===== src/rtl/key_press_classifier.sv =====
// key_press_classifier: turns a debounced button level into short/long/repeat event pulses
module key_press_classifier #(
  parameter int CNT_W         = 27,
  parameter int MIN_CYCLES    = 50_000,
  parameter int LONG_CYCLES   = 50_000_000,
  parameter int REPEAT_CYCLES = 10_000_000
) (
  input  logic clk,
  input  logic rst_n,
  input  logic en,
  input  logic key,
  output logic short_pulse,
  output logic long_pulse,
  output logic repeat_pulse,
  output logic held
);
  typedef enum logic [1:0] {WAIT_REL, IDLE, PRESS, LONG} state_t;
  localparam logic [CNT_W-1:0] MIN_C  = CNT_W'(MIN_CYCLES);
  localparam logic [CNT_W-1:0] LONG_C = CNT_W'(LONG_CYCLES);
  localparam logic [CNT_W-1:0] REP_C  = CNT_W'(REPEAT_CYCLES);
  state_t state, state_n;
  logic key_q;
  logic [CNT_W-1:0] hold_cnt, hold_n, rep_cnt, rep_n, hold_inc, rep_inc;
  logic short_n, long_n, repeat_n, held_n;
  assign hold_inc = &hold_cnt ? hold_cnt : hold_cnt + 1'b1;
  assign rep_inc  = &rep_cnt ? rep_cnt : rep_cnt + 1'b1;
  // next state, counters and pulse decisions; en=0 forces the release lockout
  always_comb begin
    state_n  = state;
    hold_n   = hold_cnt;
    rep_n    = rep_cnt;
    short_n  = 1'b0;
    long_n   = 1'b0;
    repeat_n = 1'b0;
    if (!en) begin
      state_n = WAIT_REL;
      hold_n  = '0;
      rep_n   = '0;
    end else begin
      case (state)
        WAIT_REL: if (!key_q) state_n = IDLE;
        IDLE: if (key_q) begin
          state_n = PRESS;
          hold_n  = CNT_W'(1);
        end
        PRESS: if (key_q) begin
          hold_n = hold_inc;
          if (hold_inc == LONG_C) begin
            state_n = LONG;
            long_n  = 1'b1;
            rep_n   = '0;
          end
        end else begin
          short_n = hold_cnt >= MIN_C;
          state_n = IDLE;
          hold_n  = '0;
        end
        LONG: if (!key_q) begin
          state_n = IDLE;
          hold_n  = '0;
          rep_n   = '0;
        end else if (REPEAT_CYCLES != 0) begin
          repeat_n = rep_inc == REP_C;
          rep_n    = repeat_n ? '0 : rep_inc;
        end
        default: state_n = WAIT_REL;
      endcase
    end
    held_n = state_n == PRESS || state_n == LONG;
  end
  // state, input sample and registered outputs; reset starts locked out as if the key were held
  always_ff @(posedge clk) begin
    if (!rst_n) begin
      state        <= WAIT_REL;
      key_q        <= 1'b1;
      hold_cnt     <= '0;
      rep_cnt      <= '0;
      short_pulse  <= 1'b0;
      long_pulse   <= 1'b0;
      repeat_pulse <= 1'b0;
      held         <= 1'b0;
    end else begin
      state        <= state_n;
      key_q        <= key;
      hold_cnt     <= hold_n;
      rep_cnt      <= rep_n;
      short_pulse  <= short_n;
      long_pulse   <= long_n;
      repeat_pulse <= repeat_n;
      held         <= held_n;
    end
  end
endmodule


===== config.mk =====
export PLATFORM = sky130hd
export DESIGN_NAME = key_press_classifier
export DESIGN_NICKNAME = d
export VERILOG_FILES = /design/src/rtl/key_press_classifier.sv
export SDC_FILE = /design/constraint.sdc
export NUM_CORES = 1
export LEC_CHECK = 0
export BUFFER_PORTS_ARGS = -buffer_cell sky130_fd_sc_hd__buf_2
export CAP_MARGIN = 20
export CORE_ASPECT_RATIO = 0.9
export CORE_MARGIN = 4
export CORE_UTILIZATION = 45
export CTS_CLUSTER_DIAMETER = 150
export DETAILED_ROUTE_END_ITERATION = 10
export GPL_TIMING_DRIVEN = 1
export PLACE_DENSITY = 0.67
export SLEW_MARGIN = 10
export SYNTH_ARGS = -nofsm -noshare
export SYNTH_HDL_FRONTEND = slang
export SYNTH_SLANG_ARGS = --single-unit
export TNS_END_PERCENT = 1

===== constraint.sdc =====
create_clock -name clk -period 8.9 [get_ports clk]
set_input_delay 0 -clock clk [delete_from_list [all_inputs] [get_ports clk]]
set_output_delay 0 -clock clk [all_outputs]
set_load 0.02 [all_outputs]

==> results.json, run 1 <==
{
  "antenna_found_initial": 0,
  "portBuffers": 7,
  "endpoint_kind": "register",
  "hp-start": "en",
  "hold_slack_ns": 0.209,
  "cts_buffers": 9,
  "drt-total-wl_um": 15200,
  "path_cells": "ha_1 -> nand3_2 -> or3_1 -> nor3_4 -> o21ai_0 -> a221oi_1 -> and4_4 -> nor2_2 -> buf_8 -> or4_1 -> mux2i_1",
  "path_class": "register to register",
  "r2r_start": "hold_cnt[1]",
  "hold_viol_final": 0,
  "viasPerCell": 6.71,
  "first_pass_iters": 7,
  "path_max_fanout": 23,
  "cts.path.max_buffers": 2,
  "cts_root_buf": "clkbuf_16",
  "cpPeakStageDelay_ns": 0.66,
  "rows": 34,
  "ff2ff_path_depth": 11,
  "met1_length_um": 7500,
  "worst_path_max_delay_cell": "nor3_4",
  "maxUsedRoutingLayer": "met4",
  "area_delta_synth_final_pct": 8.34,
  "die_w_um": 115,
  "clk_latency_ns": 0.33,
  "cap_violations": 0,
  "synth.distinct_cells": 71,
  "cp.required_ns": 9.16,
  "cp-start-kind": "register",
  "drive_above_1_share_pct": 8.01,
  "synth-async-reset-ratio_pct": 0,
  "antenna_cells": 0,
  "clkSlewWorstSetupHoldPaths_ns": 0.06,
  "arrival_ns": 4.56,
  "grt_max_degree": 39,
  "fin_skew_ns": 0.00685,
  "dpl-instance-area_um2": 4640,
  "design_area_um2": 4990,
  "timing.setup.tns_ns": 0,
  "final_core_util_pct": 50.8,
  "ys_seq_area_share_pct": 26.5,
  "fin_crit_sh_pct": 48.4,
  "nNetsFinal": 620,
  "peakVddDrop_mv": 0.135,
  "place_congestion": 0.970,
  "ys.flop_type": "dfxtp_1",
  "wl_met3_um": 1420,
  "postRouteAntennaNets": 0,
  "syn_avg_cell_area_um2": 7.32,
  "pin_count": 8,
  "syn_inst": 629,
  "dieHeight_um": 104,
  "finalSetupViolations": 0,
  "power.density_nw_per_um2": 135,
  "startpoint": "hold_cnt[1]",
  "drc": 0,
  "status": "complete, no violations",
  "synthesis.area_um2": 4610,
  "rsz0062_at_grt": "false",
  "vias": 4954,
  "min_path_type": "primary input to register",
  "synth-edff-count": 0,
  "first_global_vias": 4531,
  "drv_slew": 0,
  "cts_resized": 0,
  "ys_warn_count": 0,
  "core_area_um2": 9830,
  "dieArea_um2": 11900,
  "power_uw": 671,
  "synth_nets": 641,
  "wl_per_cell_um": 20.6,
  "wl_met2_um": 6050,
  "start_util_pct": 46.9,
  "final_common_cell": "dfxtp_1",
  "max_clock_freq_mhz": 232,
  "grt_usage_pct": 25.5,
  "hpwlAfterDp_um": 11000,
  "p_leak_uw": 0.00144,
  "drt_iter0_drc": 555,
  "final.min_clock_period_ns": 4.31,
  "slew_headroom_pct": 40.6,
  "layout_common_cells": "dfxtp_1, nand2_1, nor2_1",
  "cts_sinks": 61,
  "worst_pin_slew_ns": 0.887,
  "grt_overflow": 0,
  "htree_num_levels": 3,
  "yosys_register_bits": 61,
  "min_path_cells": 4,
  "grt_pass1_wl_um": 24400,
  "cts_tree": "done"
}
## metrics by stage
step / instances / setup WS (ns)
finish: 738 / 4.59
detailed placement: 720 / 4.34
CTS: 737 / 4.33
global route: 738 / 4.45
floorplan: 629 / 5.74
global placement: 720 / 4.54
## state kept, by name (all words and copies together) (netlist names)
| register | cells |
|---|---|
| short_pulse | 1 |
| long_pulse | 1 |
| key_q | 1 |
| repeat_pulse | 1 |
| rep_cnt | 27 |
| held | 1 |
| hold_cnt | 27 |
| state | 2 |
## metal layers
metal,GRT usage (%),vias up
met5,0,-
met4,5.68,0
met3,6.28,27
met2,33.9,233
met1,40.5,2326
li1,-,2368
## final timing paths
path	end	slack [ns]
max reg2reg	rep_cnt[12]	4.59
min reg2reg	rep_cnt[1]	0.48
max	rep_cnt[12]	4.59
min	hold_cnt[23]	0.21
## repair_timing
item / in CTS / in global routing
setup buffers: 0 / 0
hold buffers: 2 / 0
hold endpoints to repair: 1 / 0
endpoints found under the setup margin: 0 / 0
## synth_stat cells, types with 8 or more instances
cell type   n  share of area (%)
nor4_1     16                2.2
xnor2_1     9                1.7
nand2_1    47                3.8
clkbuf_1   27                2.2
and4_1      8                1.5
o21ai_0    35                3.8
nand4_1    27                3.7
or4_1       8                1.3
o22ai_1    10                1.4
ha_1        8                2.2
dfxtp_1    61                 27
nor2_1     44                3.6
a22oi_1    13                2.1
a31oi_1    11                1.5
a21oi_1    36                3.9
nor3_1     33                3.6
buf_2      20                2.2
nand3_1    38                4.1
a311oi_1   10                1.9
or3_1      14                1.9
inv_1      30                2.4
and3_1     16                2.2
## power breakdown
| group | switching, uW | leakage (uW) | internal (uW) |
|---|---|---|---|
| Combinational | 12.4 | 0.000802 | 5.58 |
| Clock | 128 | 0.000152 | 251 |
| Sequential | 1.28 | 0.000491 | 274 |
| Total | 141 | 0.00144 | 530 |
## cell type report
| cell class | count | area, um2 |
|---|---|---|
| Fill cell | 965 | 4840 |
| Clock inverter | 4 | 72.6 |
| Inverter | 30 | 113 |
| Clock buffer | 11 | 243 |
| Timing Repair Buffer | 15 | 108 |
| Multi-Input combinational cell | 491 | 3080 |
| Tap cell | 126 | 158 |
| Sequential cell | 61 | 1220 |
## cells by family after synthesis
family	Yosys count	share of synthesized area, %
AO/OA/AOI/OAI	178	26.4
buffers and inverters	77	6.82
multiplexers	3	0.679
flip-flops	61	26.5
XOR/XNOR	14	2.66
adder cells (fa/ha/maj)	8	2.17
AND/OR/NAND/NOR	288	34.8
## critical path, delay by kind of cell, from the launching register on
family	cells	cell delay (ns)
multiplexers	1	0.13
buffers and inverters	1	0.19
AO/OA/AOI/OAI	2	0.70
adder cells (fa/ha/maj)	1	0.39
AND/OR/NAND/NOR	6	2.36
flip-flops	1	0.44
Power figures use the tool's default switching activity.
==> run 2, diff against run 1 <==
PLACE_DENSITY = 0.7   (was 0.67)
clock period = 3.75 ns   (was 8.9 ns; I/O delays follow)
==> run 2 against run 1 <==
Compared with the run above:
- sequential cell count did not move
- clock skew rose by 0.0015 ns
- sequential power rose by 140%
- wire length rose by 2.2%
- hold slack improved by 0.14 ns
- via count rose by 7.3%
- clock power rose by 130%
- global-route usage rose by 0.59 points
- maximum frequency rose by 19%
- largest power group unchanged
- highest routed layer unchanged
==> results.json, run 2 (same netlist as run 1, synthesis figures left out) <==
{
  "worst-path-buf-inv": 1,
  "grt_overflow": 0,
  "p_leak_uw": 0.00157,
  "portBuffers": 7,
  "peakVddDrop_mv": 0.256,
  "start_util_pct": 46.9,
  "cp.required_ns": 4.00,
  "design_area_um2": 5200,
  "clkSlewWorstSetupHoldPaths_ns": 0.06,
  "drive_above_1_share_pct": 12.9,
  "layout_common_cells": "dfxtp_1, nand2_1, nor2_1",
  "cts.path.max_buffers": 2,
  "cp-start-kind": "register",
  "area_delta_synth_final_pct": 12.8,
  "finalSetupViolations": 0,
  "dieArea_um2": 11900,
  "cts_root_buf": "clkbuf_16",
  "power.density_nw_per_um2": 300,
  "pin_count": 8,
  "rr_endpoint": "rep_cnt[1]",
  "nNetsFinal": 648,
  "cts_sinks": 61,
  "drt_iter0_drc": 696,
  "crit_family": "simple AND/OR/NAND/NOR gates",
  "grt_max_degree": 35,
  "grt_pass1_wl_um": 25600,
  "die_w_um": 115,
  "grt_usage_pct": 26.1,
  "drc": 0,
  "drt-total-wl_um": 15500,
  "startpoint": "rep_cnt[22]",
  "timing.setup.tns_ns": 0,
  "dieHeight_um": 104,
  "r2r_start": "rep_cnt[22]",
  "hpwlAfterDp_um": 11200,
  "reg2reg_setup_slack_ns": 0.13,
  "hold_viol_final": 0,
  "slew_headroom_pct": 38.2,
  "place_congestion": 1.03,
  "antenna_found_initial": 0,
  "worst_pin_slew_ns": 0.923,
  "post-cts-setup-buffer-count": 0,
  "nFillCells": 939,
  "wl_per_cell_um": 20.2,
  "final.min_clock_period_ns": 3.62,
  "antenna_cells": 0,
  "drv_slew": 0,
  "min_path_type": "primary input to register",
  "fin_crit_sh_pct": 96.6,
  "path_cells": "nand4_1 -> or4_1 -> o211ai_2 -> mux2_2 -> o2111ai_1 -> nor4_4 -> buf_4 -> nor2_2 -> o21ai_2 -> o32ai_1",
  "final_common_cell": "dfxtp_1",
  "rows": 34,
  "path_max_fanout": 9,
  "dpl-instance-area_um2": 4860,
  "arrival_ns": 3.87,
  "fin_skew_ns": 0.00837,
  "cts_tree": "done",
  "max_clock_freq_mhz": 276,
  "first_pass_iters": 6,
  "htree_num_levels": 3,
  "endpoint": "rep_cnt[1]",
  "seqCellArea_um2": 1220,
  "cap_violations": 0,
  "vias": 5314,
  "worst_path_max_delay_cell": "or4_1",
  "ff2ff_path_depth": 10,
  "rsz0062_at_grt": "false",
  "viasPerCell": 6.93,
  "top_regs": "hold_cnt x27, rep_cnt x27, state x2",
  "core_area_um2": 9830,
  "cts_buffers": 9,
  "path_class": "register to register",
  "crit_cells": 10,
  "postRouteAntennaNets": 0,
  "endpoint_kind": "register",
  "first_global_vias": 4888,
  "cpPeakStageDelay_ns": 0.67,
  "multiInputGateArea_um2": 3090,
  "status": "complete, no violations",
  "clk_latency_ns": 0.34
}
## run 2: changes by cell type in the layout (fill, tap and decap cells not counted), moves of 2 or more
| cell | delta |
|---|---|
| dfxtp_2 | +2 |
| dfxtp_1 | -2 |
| buf_4 | +29 |
| clkinvlp_4 | +2 |
## run 2: timing repair
action / CTS / global route
endpoints found under the setup margin: 0 / 15
endpoints found under the hold margin: 1 / 0
hold buffers: 2 / 0
resized for setup: 0 / 6
## run 2: worst reg2reg max path, cell delays in order (launching register included)
cell,delay (ns)
dfxtp_1,0.53
nand4_1,0.28
or4_1,0.67
o211ai_2,0.39
mux2_2,0.38
o2111ai_1,0.15
nor4_4,0.11
buf_4,0.17
nor2_2,0.34
o21ai_2,0.24
o32ai_1,0.26
## run 2: stage by stage
| stage | hold slack, ns | utilization, % | worst slack (ns) | instances | total power (uW) |
|---|---|---|---|---|---|
| after floorplan | 0.0730 | - | 0.588 | 629 | 694 |
| after global placement | 0.186 | 49.4 | 0.291 | 749 | 707 |
| after detailed placement | 0.194 | 49.4 | 0.241 | 749 | 708 |
| after CTS | 0.331 | 52.7 | 0.226 | 767 | 1570 |
| after global routing | 0.366 | 52.9 | 0.0177 | 767 | 1600 |
| final | 0.350 | 52.9 | 0.128 | 767 | 1560 |
## run 2: layout make-up
cell class              instances  area share [%]
clock buffers                   9            4.33
clock inverters                 7            1.44
flip-flops and latches         61            23.5
multi-input cells             491            59.5
well taps                     126            3.03
inverters                      30            2.17
repair buffers                 43            5.97
## run 2: layer usage
metal / part of all wire [%] / GRT usage, % / vias to the layer above
li1: - / - / 2428
met1: 45 / 38.7 / 2466
met2: 41 / 36.0 / 373
met3: 12 / 8.26 / 47
met4: 2.0 / 6.79 / 0
met5: 0 / 0 / -
## run 2: worst min path at each step
stage	startpoint	endpoint	slack [ns]	depth (start not counted)
after global routing	en	hold_cnt[25]	0.37	4
after global placement	key	key_q	0.19	2
final	en	rep_cnt[6]	0.35	4
after floorplan	rst_n	key_q	0.07	1
after detailed placement	key	key_q	0.19	2
after CTS	en	hold_cnt[25]	0.33	4
## run 2: power breakdown
part	internal [uW]	switching, uW	total (uW)
combinational	13.4	30.9	44.4
sequential	650	3.52	653
clock	517	344	860
total	1180	378	1560
==> run 3, diff against run 2 <==
CELL_PAD_IN_SITES_DETAIL_PLACEMENT = 1   (was default)
CELL_PAD_IN_SITES_GLOBAL_PLACEMENT = 1   (was default)
CORE_UTILIZATION = 43   (was 45)
PLACE_DENSITY = 0.84   (was 0.7)
==> run 3 against run 2 <==
Compared with the run above:
- cell count increased by 0.13%
- final area increased by 0.67%
- setup slack improved by 0.010 ns
- first-iteration DRC count decreased by 37%
- utilization decreased by 2.3 points
- die area increased by 4.3%
- power increased by 6.3%
- critical path depth increased by 1
- largest cell class unchanged
- highest routed layer unchanged
==> results.json, run 3 (same netlist as run 1, synthesis figures left out) <==
{
  "path_cells": "nand4_1 -> nor3_1 -> nand3_1 -> or3_1 -> a211o_1 -> nor4_4 -> buf_4 -> nor2_2 -> buf_4 -> o21a_1 -> o221a_2",
  "top_regs": "hold_cnt x27, rep_cnt x27, state x2",
  "cap_violations": 0,
  "slew_headroom_pct": 38.5,
  "final_core_util_pct": 50.6,
  "layout_common_cells": "dfxtp_1, nand2_1, nor2_1",
  "grt_usage_pct": 30.0,
  "rr_endpoint": "rep_cnt[6]",
  "area_delta_synth_final_pct": 13.6,
  "rows": 35,
  "final_common_cell": "dfxtp_1",
  "path_class": "register to register",
  "arrival_ns": 3.84,
  "fin_skew_ns": 0.00514,
  "drc": 0,
  "seqCellArea_um2": 1220,
  "cts_tree": "done",
  "clk_latency_ns": 0.34,
  "cts.path.max_buffers": 2,
  "grt_overflow": 0,
  "postRouteAntennaNets": 0,
  "nNetsFinal": 646,
  "path_max_fanout": 8,
  "cp.required_ns": 3.98,
  "antenna_found_initial": 0,
  "worst_path_max_delay_cell": "nor3_1",
  "cpMostUsedCell": "buf_4",
  "reg2reg_setup_slack_ns": 0.14,
  "nFillCells": 1292,
  "finalSetupViolations": 0,
  "htree_num_levels": 3,
  "worst_pin_slew_ns": 0.920,
  "ff2ff_path_depth": 11,
  "pin_count": 8,
  "vias": 5418,
  "min_path_cells": 4,
  "core_area_um2": 10300,
  "max_clock_freq_mhz": 277,
  "crit_family": "simple AND/OR/NAND/NOR gates",
  "timing.setup.tns_ns": 0,
  "place_congestion": 1.00,
  "dieHeight_um": 106,
  "antenna_cells": 0,
  "cts_root_buf": "clkbuf_16",
  "final.min_clock_period_ns": 3.61,
  "hpwlAfterDp_um": 13000,
  "min_path_type": "primary input to register",
  "drt-total-wl_um": 18100,
  "peakVddDrop_mv": 0.255,
  "first_global_vias": 5268,
  "p_leak_uw": 0.00157,
  "first_pass_iters": 7,
  "die_w_um": 117,
  "cts_sinks": 61,
  "viasPerCell": 7.05,
  "fin_crit_sh_pct": 96.3,
  "drive_above_1_share_pct": 12.5,
  "min_to": "rep_cnt[26]",
  "multiInputGateArea_um2": 3110,
  "dieArea_um2": 12400,
  "start_util_pct": 44.6,
  "drv_slew": 0,
  "grt_max_degree": 35,
  "status": "complete, no violations",
  "rsz0062_at_grt": "false",
  "portBuffers": 7,
  "wl_per_cell_um": 23.5,
  "r2r_start": "rep_cnt[5]",
  "clkSlewWorstSetupHoldPaths_ns": 0.06,
  "endpoint_kind": "register",
  "cp-start-kind": "register",
  "worst-path-buf-inv": 2,
  "cts_buffers": 9,
  "hp-start": "en",
  "power.density_nw_per_um2": 316,
  "drt_iter0_drc": 441,
  "hold_viol_final": 0,
  "cpPeakStageDelay_ns": 0.55,
  "grt_pass1_wl_um": 29200
}
run 3: changes by cell type in the layout (fill, tap and decap cells not counted), sizes merged:
cell    delta
buf        -2
bufinv     +1
clkbuf     +2
clkinv     -2
inv        -1
run 3: area by class of cell:
type	instances	area share, %
multi-input cells	491	59.4
flip-flops and latches	61	23.3
repair buffers	41	5.64
clock buffers	11	4.83
well taps	129	3.08
inverters	30	2.15
clock inverters	5	1.58
run 3: worst max-delay path by stage:
stage | start | end | slack (ns) | cells past startpoint
finish | rep_cnt[5] | rep_cnt[6] | 0.14 | 11
global route | hold_cnt[0] | rep_cnt[12] | 0.04 | 10
CTS | hold_cnt[0] | rep_cnt[12] | 0.05 | 10
detailed placement | hold_cnt[0] | rep_cnt[12] | 0.00005 | 10
global placement | hold_cnt[0] | rep_cnt[12] | 0.006 | 10
floorplan | hold_cnt[0] | rep_cnt[12] | 0.59 | 12
run 3: metrics by stage:
step	cell area, um2	power (uW)	hold slack (ns)	worst slack (ns)	instances
5_1_grt	5230	1690	0.379	0.0401	768
2_1_floorplan	4610	694	0.0730	0.588	629
3_5_place_dp	4820	710	0.192	0.0000506	746
3_3_place_gp	4820	707	0.193	0.00592	746
4_1_cts	5170	1650	0.337	0.0538	764
6_report	5230	1660	0.346	0.139	768
run 3: tightest hold or removal path, stage by stage:
cell and delay (ns):
buf_2 0.10, and2_1 0.13, buf_4 0.24, o221a_2 0.17
run 3: power by group:
group	total [uW]	internal, uW	switching (uW)	leakage, uW
clock network	958	619	339	0.000154
registers	653	649	3.22	0.000491
logic	45.6	13.3	32.3	0.000928
total	1660	1280	375	0.00157
run 3: routing by layer:
layer	vias up	routed length, um	GRT usage [%]
li1	2423	-	-
met1	2663	7980	43.8
met2	293	7850	43.1
met3	39	1930	8.25
met4	0	306	8.03
met5	-	0	0
run 3: repair_timing:
item                                   CTS  global route
pin swaps                                0             3
gates resized for setup                  1             6
setup endpoints to repair                5            27
endpoints found under the hold margin    1             0
hold buffers                             2             0
setup buffers                            0             4
